## src/rtl/pc_sequencer.sv

```systemverilog
// pc_sequencer: program counter with a return-address stack.
//
// Each rising edge performs at most one operation. The priority is
// load > call > ret > branch > increment. A lower-priority request that
// arrives together with a higher one is dropped.
//
// Ports:
//   clk          clock; all state updates on the rising edge
//   reset        asynchronous, active-high reset
//   enabled      permits call, ret, branch and increment (load ignores it)
//   load         absolute jump to load_data
//   call         push outValue+1 and jump to load_data
//   ret          pop the top return address into the PC
//   branch       relative jump by sign-extended offset
//   clr_err      synchronous clear of the sticky stack_err flag
//   load_data    jump/call target
//   offset       two's-complement branch offset
//   outValue     current program counter (registered)
//   stack_depth  number of entries currently on the stack
//   stack_full   stack_depth == STACK_DEPTH (registered)
//   stack_empty  stack_depth == 0 (registered)
//   stack_err    sticky overflow/underflow flag
module pc_sequencer #(
  parameter int ADDR_W      = 12,
  parameter int STACK_DEPTH = 4,
  parameter int OFFSET_W    = 8
) (
  input  logic                             clk,
  input  logic                             reset,
  input  logic                             enabled,
  input  logic                             load,
  input  logic                             call,
  input  logic                             ret,
  input  logic                             branch,
  input  logic                             clr_err,
  input  logic [ADDR_W-1:0]                load_data,
  input  logic [OFFSET_W-1:0]              offset,
  output logic [ADDR_W-1:0]                outValue,
  output logic [$clog2(STACK_DEPTH+1)-1:0] stack_depth,
  output logic                             stack_full,
  output logic                             stack_empty,
  output logic                             stack_err
);

  localparam int DEPTH_W = $clog2(STACK_DEPTH + 1);
  localparam int IDX_W   = $clog2(STACK_DEPTH);

  logic [ADDR_W-1:0]  pc_q, pc_d;
  logic [DEPTH_W-1:0] depth_q, depth_d;
  logic               full_q, full_d;
  logic               empty_q, empty_d;
  logic               err_q, err_d;

  // Entry contents are not reset; depth_q alone decides which entries are valid.
  logic [ADDR_W-1:0]  stack_q [STACK_DEPTH];

  logic               push_s;
  logic               err_set_s;
  logic [ADDR_W-1:0]  pc_inc_s;
  logic [ADDR_W-1:0]  off_ext_s;
  logic [DEPTH_W-1:0] depth_m1_s;
  logic [IDX_W-1:0]   wr_idx_s;
  logic [IDX_W-1:0]   rd_idx_s;
  logic               at_full_s;
  logic               at_empty_s;

  assign pc_inc_s   = pc_q + ADDR_W'(1'b1);
  // The size cast of a signed operand sign-extends the offset to ADDR_W bits.
  assign off_ext_s  = ADDR_W'($signed(offset));
  assign depth_m1_s = depth_q - DEPTH_W'(1'b1);
  // The push slot is the current depth; the top of the stack sits one below it.
  assign wr_idx_s   = depth_q[IDX_W-1:0];
  assign rd_idx_s   = depth_m1_s[IDX_W-1:0];
  assign at_full_s  = (depth_q == DEPTH_W'(STACK_DEPTH));
  assign at_empty_s = (depth_q == DEPTH_W'(1'b0));

  // Next-state logic: choose one operation by priority and update PC, depth and error.
  always_comb begin
    pc_d      = pc_q;
    depth_d   = depth_q;
    push_s    = 1'b0;
    err_set_s = 1'b0;

    if (load) begin
      pc_d = load_data;
    end else if (enabled) begin
      if (call) begin
        if (!at_full_s) begin
          push_s  = 1'b1;
          pc_d    = load_data;
          depth_d = depth_q + DEPTH_W'(1'b1);
        end else begin
          err_set_s = 1'b1;
        end
      end else if (ret) begin
        if (!at_empty_s) begin
          pc_d    = stack_q[rd_idx_s];
          depth_d = depth_m1_s;
        end else begin
          err_set_s = 1'b1;
        end
      end else if (branch) begin
        pc_d = pc_q + off_ext_s;
      end else begin
        pc_d = pc_inc_s;
      end
    end else begin
      pc_d = pc_q;
    end

    // An error raised in the same cycle as clr_err still sets the flag.
    if (clr_err) begin
      err_d = err_set_s;
    end else begin
      err_d = err_q | err_set_s;
    end

    full_d  = (depth_d == DEPTH_W'(STACK_DEPTH));
    empty_d = (depth_d == DEPTH_W'(1'b0));
  end

  // Control state register with asynchronous reset.
  always_ff @(posedge clk or posedge reset) begin
    if (reset) begin
      pc_q    <= {ADDR_W{1'b0}};
      depth_q <= {DEPTH_W{1'b0}};
      full_q  <= 1'b0;
      empty_q <= 1'b1;
      err_q   <= 1'b0;
    end else begin
      pc_q    <= pc_d;
      depth_q <= depth_d;
      full_q  <= full_d;
      empty_q <= empty_d;
      err_q   <= err_d;
    end
  end

  // Return-address storage, written only on a successful push.
  always_ff @(posedge clk) begin
    if (push_s) begin
      stack_q[wr_idx_s] <= pc_inc_s;
    end
  end

  assign outValue    = pc_q;
  assign stack_depth = depth_q;
  assign stack_full  = full_q;
  assign stack_empty = empty_q;
  assign stack_err   = err_q;

endmodule

```

## config.mk

```make
export PLATFORM = sky130hd
export DESIGN_NAME = pc_sequencer
export DESIGN_NICKNAME = d
export VERILOG_FILES = /design/src/rtl/pc_sequencer.sv
export SDC_FILE = /design/constraint.sdc
export NUM_CORES = 1
export LEC_CHECK = 0
export CAP_MARGIN = 15
export CORE_MARGIN = 3
export CORE_UTILIZATION = 45
export CTS_BUF_LIST = sky130_fd_sc_hd__clkbuf_4 sky130_fd_sc_hd__clkbuf_8 sky130_fd_sc_hd__clkbuf_16
export DETAILED_ROUTE_END_ITERATION = 10
export HOLD_SLACK_MARGIN = 0.02
export PLACE_DENSITY = 0.74
export REMOVE_ABC_BUFFERS = 1
export SETUP_SLACK_MARGIN = 0.15
export SYNTH_ARGS = -nofsm -noshare
export SYNTH_HDL_FRONTEND = slang
export SYNTH_SLANG_ARGS = --single-unit
```

## constraint.sdc

```tcl
create_clock -name clk -period 2.7 [get_ports clk]
set_input_delay 0.27 -clock clk [delete_from_list [all_inputs] [get_ports clk]]
set_output_delay 0.27 -clock clk [all_outputs]
set_load 0.005 [all_outputs]
```

==> impl_metrics.ini <==
[status]
status = finished clean

[pwr]
p_per_area_nw_per_um2 = 822
power_leakage_nw = 1.68
peakVddDrop_mv = 0.314

[die]
floorplan.rows = 32
floorplan.core_area_um2 = 7810
design.die.area_um2 = 9280
design.portCount = 46
chipHeight_um = 96.3
initial_core_util = 0.470
die_w_um = 96.3

[synth]
synthCells = 318
synth_sequential_area_ratio = 0.516
synth_top_area_share = 0.393
yosys-top-cells-area = edfxtp_1, dfrtp_1, mux4_2
synth_commonest_cells = edfxtp_1, nand2_1, a21oi_1
post_synth.cell_area_avg_um2 = 11.5
postSynth.topFlopCell = edfxtp_1
synth_area_um2 = 3670
ys_ff_latch = 66
synth_warnings = 0
synth.most_common_cell = edfxtp_1
post_synth_edffs = 48
synth_top_area_cell = edfxtp_1
ys_async_sr_fraction = 0.273
netlist-cell-type-count = 50

[timing]
timing_worst_slew_pin_value_ns = 0.771
max_clock_freq_ghz = 0.419
period_needed_ns = 2.38
finalHoldViolations = 0
maxSlewHeadroom = 0.485
timing_max_transition_violations_final = 0
final.period_utilization = 0.883
worst_clock_skew_ns = 0.00985
setup_total_negative_slack_ns = 0
rsz0062_at_grt = no
setup-violations-final = 0

[placement]
detailed_place_hpwl_um = 6420
place.port_buffers = 45
place_congestion = 0.895
dpl.cell_count = 468

[worst_setup_path]
timing.rr.end = outValue[8]
worst_setup_path_end_kind = register
worstSetupStartpoint = outValue[1]
arrival_ns = 2.60
path_type_of_the_worst_setup_path = register to register
regToRegStartpoint = outValue[1]
critPathSlowestCell = dfrtp_1
critical_path.max_fanout = 8
timing.critical_path.slowest_cell_delay_ns = 0.52
worstPathCellList = inv_1, fa_1, nor2b_1, o31ai_2, a21oi_1, mux2_2, a31oi_1, o31ai_1
r2r_slack_ns = 0.32
r2r.worst_path.cells = 8
critPathRequiredTime_ns = 2.92
worst_setup_start_kind = register

[detailed_routing]
via_per_inst = 5.68
final_antenna_net_count = 0
post_drt_wl_per_cell_um = 17.9
firstDrtPassIters = 5
vias = 2749
detail_route.drc_violations = 0
drt_iter0_drc = 182
route.final.wire_length_um = 8680

[cts]
tritoncts = built
ctsHoldBuffers = 0
tritoncts.num_buffers = 9
cts_resized = 0
insertion_delay_ns = 0.34
path_clk_slew_ns = 0.08
root_buffer = clkbuf_8
clock_sink_count = 66
h-tree-depth = 3
cts.repair_timing.setup_buffer_count = 0
clockBufferDepth = 2

[cells_and_area]
final_net_count = 423
instances_no_fill = 484
final_layout_size_suffix_gt1_frac = 0.134
area_growth_pct = 22.8
antenna_cells = 0

[global_routing]
groute.usage.overall = 0.197
grt_antenna_before_repair = 0
grt_pass1_vias = 2653
grt_max_degree = 19
grt_overflow_total = 0
grt_first_pass_wirelength_um = 13800

[worst_hold_path]
timing.hold.worst.class = input port to asynchronous set/reset pin

[run]
max_cap_viol_count = 0
[how the worst max path moves through the flow]
| stage | slack, ns | endpoint |
|---|---|---|
| CTS | 0.34 | outValue[8] |
| global placement | 0.12 | outValue[8] |
| floorplan | 0.23 | outValue[0] |
| detailed placement | 0.07 | outValue[8] |
| finish | 0.32 | outValue[8] |
| global route | 0.19 | outValue[8] |
[cells by family (layout without fill, tap and decap cells)]
family / count (synthesis) / count (layout) / synth area share
compound gates: 72 / 72 / 0.126
mux: 15 / 15 / 0.0821
xor+xnor: 17 / 17 / 0.0405
fa+ha+maj: 18 / 18 / 0.0634
flops: 66 / 66 / 0.516
buf+inv: 28 / 92 / 0.0317
simple gates: 102 / 102 / 0.141
[registers in the layout (all words and copies together), names as in the netlist]
| signal | count |
|---|---|
| stack_q | 48 |
| stack_empty | 1 |
| stack_depth | 3 |
| stack_err | 1 |
| outValue | 12 |
| stack_full | 1 |
[cell usage in the layout (no fill, tap or decap), types with 2 or more instances in the layout]
master           instances
xor2_1                   6
nor3_1                  10
o21ai_1                  2
ha_1                    17
a21oi_1                 24
mux2i_1                  2
nor4_1                   3
buf_4                   17
o221ai_1                 2
nor2_1                  18
and4_1                   4
or2_2                    3
clkbuf_8                 9
dfrtp_1                 17
o21ai_0                 13
nand2b_1                 3
and2_1                   7
a211oi_1                 3
nor2b_1                  4
clkinvlp_4               3
or4_1                    2
edfxtp_1                48
o211ai_1                 3
and3_1                   5
nand4_1                  3
nand3_1                  8
nand2_1                 28
a21o_1                   3
o32ai_1                  2
inv_1                   14
clkdlybuf4s50_1         45
o31ai_1                  3
xnor2_1                 11
a31oi_1                  5
mux4_2                  12
a311oi_1                 3
o21a_1                   2
[metal layers]
metal | global-route usage | vias to the layer above | wire [um]
li1 | - | 1322 | -
met2 | 0.327 | 58 | 4340
met1 | 0.271 | 1361 | 3990
met3 | 0.0289 | 8 | 248
met5 | 0 | - | 0
met4 | 0.0537 | 0 | 105
[area by class of cell]
cell class	instances	area, um^2
Multi-Input combinational cell	224	1660
Tap cell	102	128
Fill cell	635	3300
Clock inverter	7	70.1
Clock buffer	9	124
Timing Repair Buffer	62	578
Sequential cell	66	1890
Inverter	14	52.6
[stage by stage]
stage          total power [W]  utilization  hold slack [ns]  setup slack (ns)  instance area, um^2
2_1_floorplan          0.00235            -            0.208             0.228                 3610
3_3_place_gp           0.00286        0.553            0.536             0.119                 4310
3_5_place_dp           0.00290        0.553            0.535            0.0651                 4310
4_1_cts                0.00372        0.577            0.382             0.337                 4510
5_1_grt                0.00393        0.577            0.445             0.189                 4510
6_report               0.00371        0.577            0.366             0.316                 4510
[power breakdown]
group	leakage (nW)	switching [W]	internal [W]	total, W
Clock	0.0889	0.000391	0.000422	0.000813
Sequential	0.651	0.000115	0.00127	0.00138
Combinational	0.942	0.000773	0.000739	0.00151
[worst max-delay path, delay by kind of cell (launching register included)]
kind | cells | cell delay (ns)
simple gates | 1 | 0.20
flops | 1 | 0.52
mux | 1 | 0.36
fa+ha+maj | 1 | 0.44
compound gates | 4 | 0.62
buf+inv | 1 | 0.13
Power figures use the tool's default switching activity.
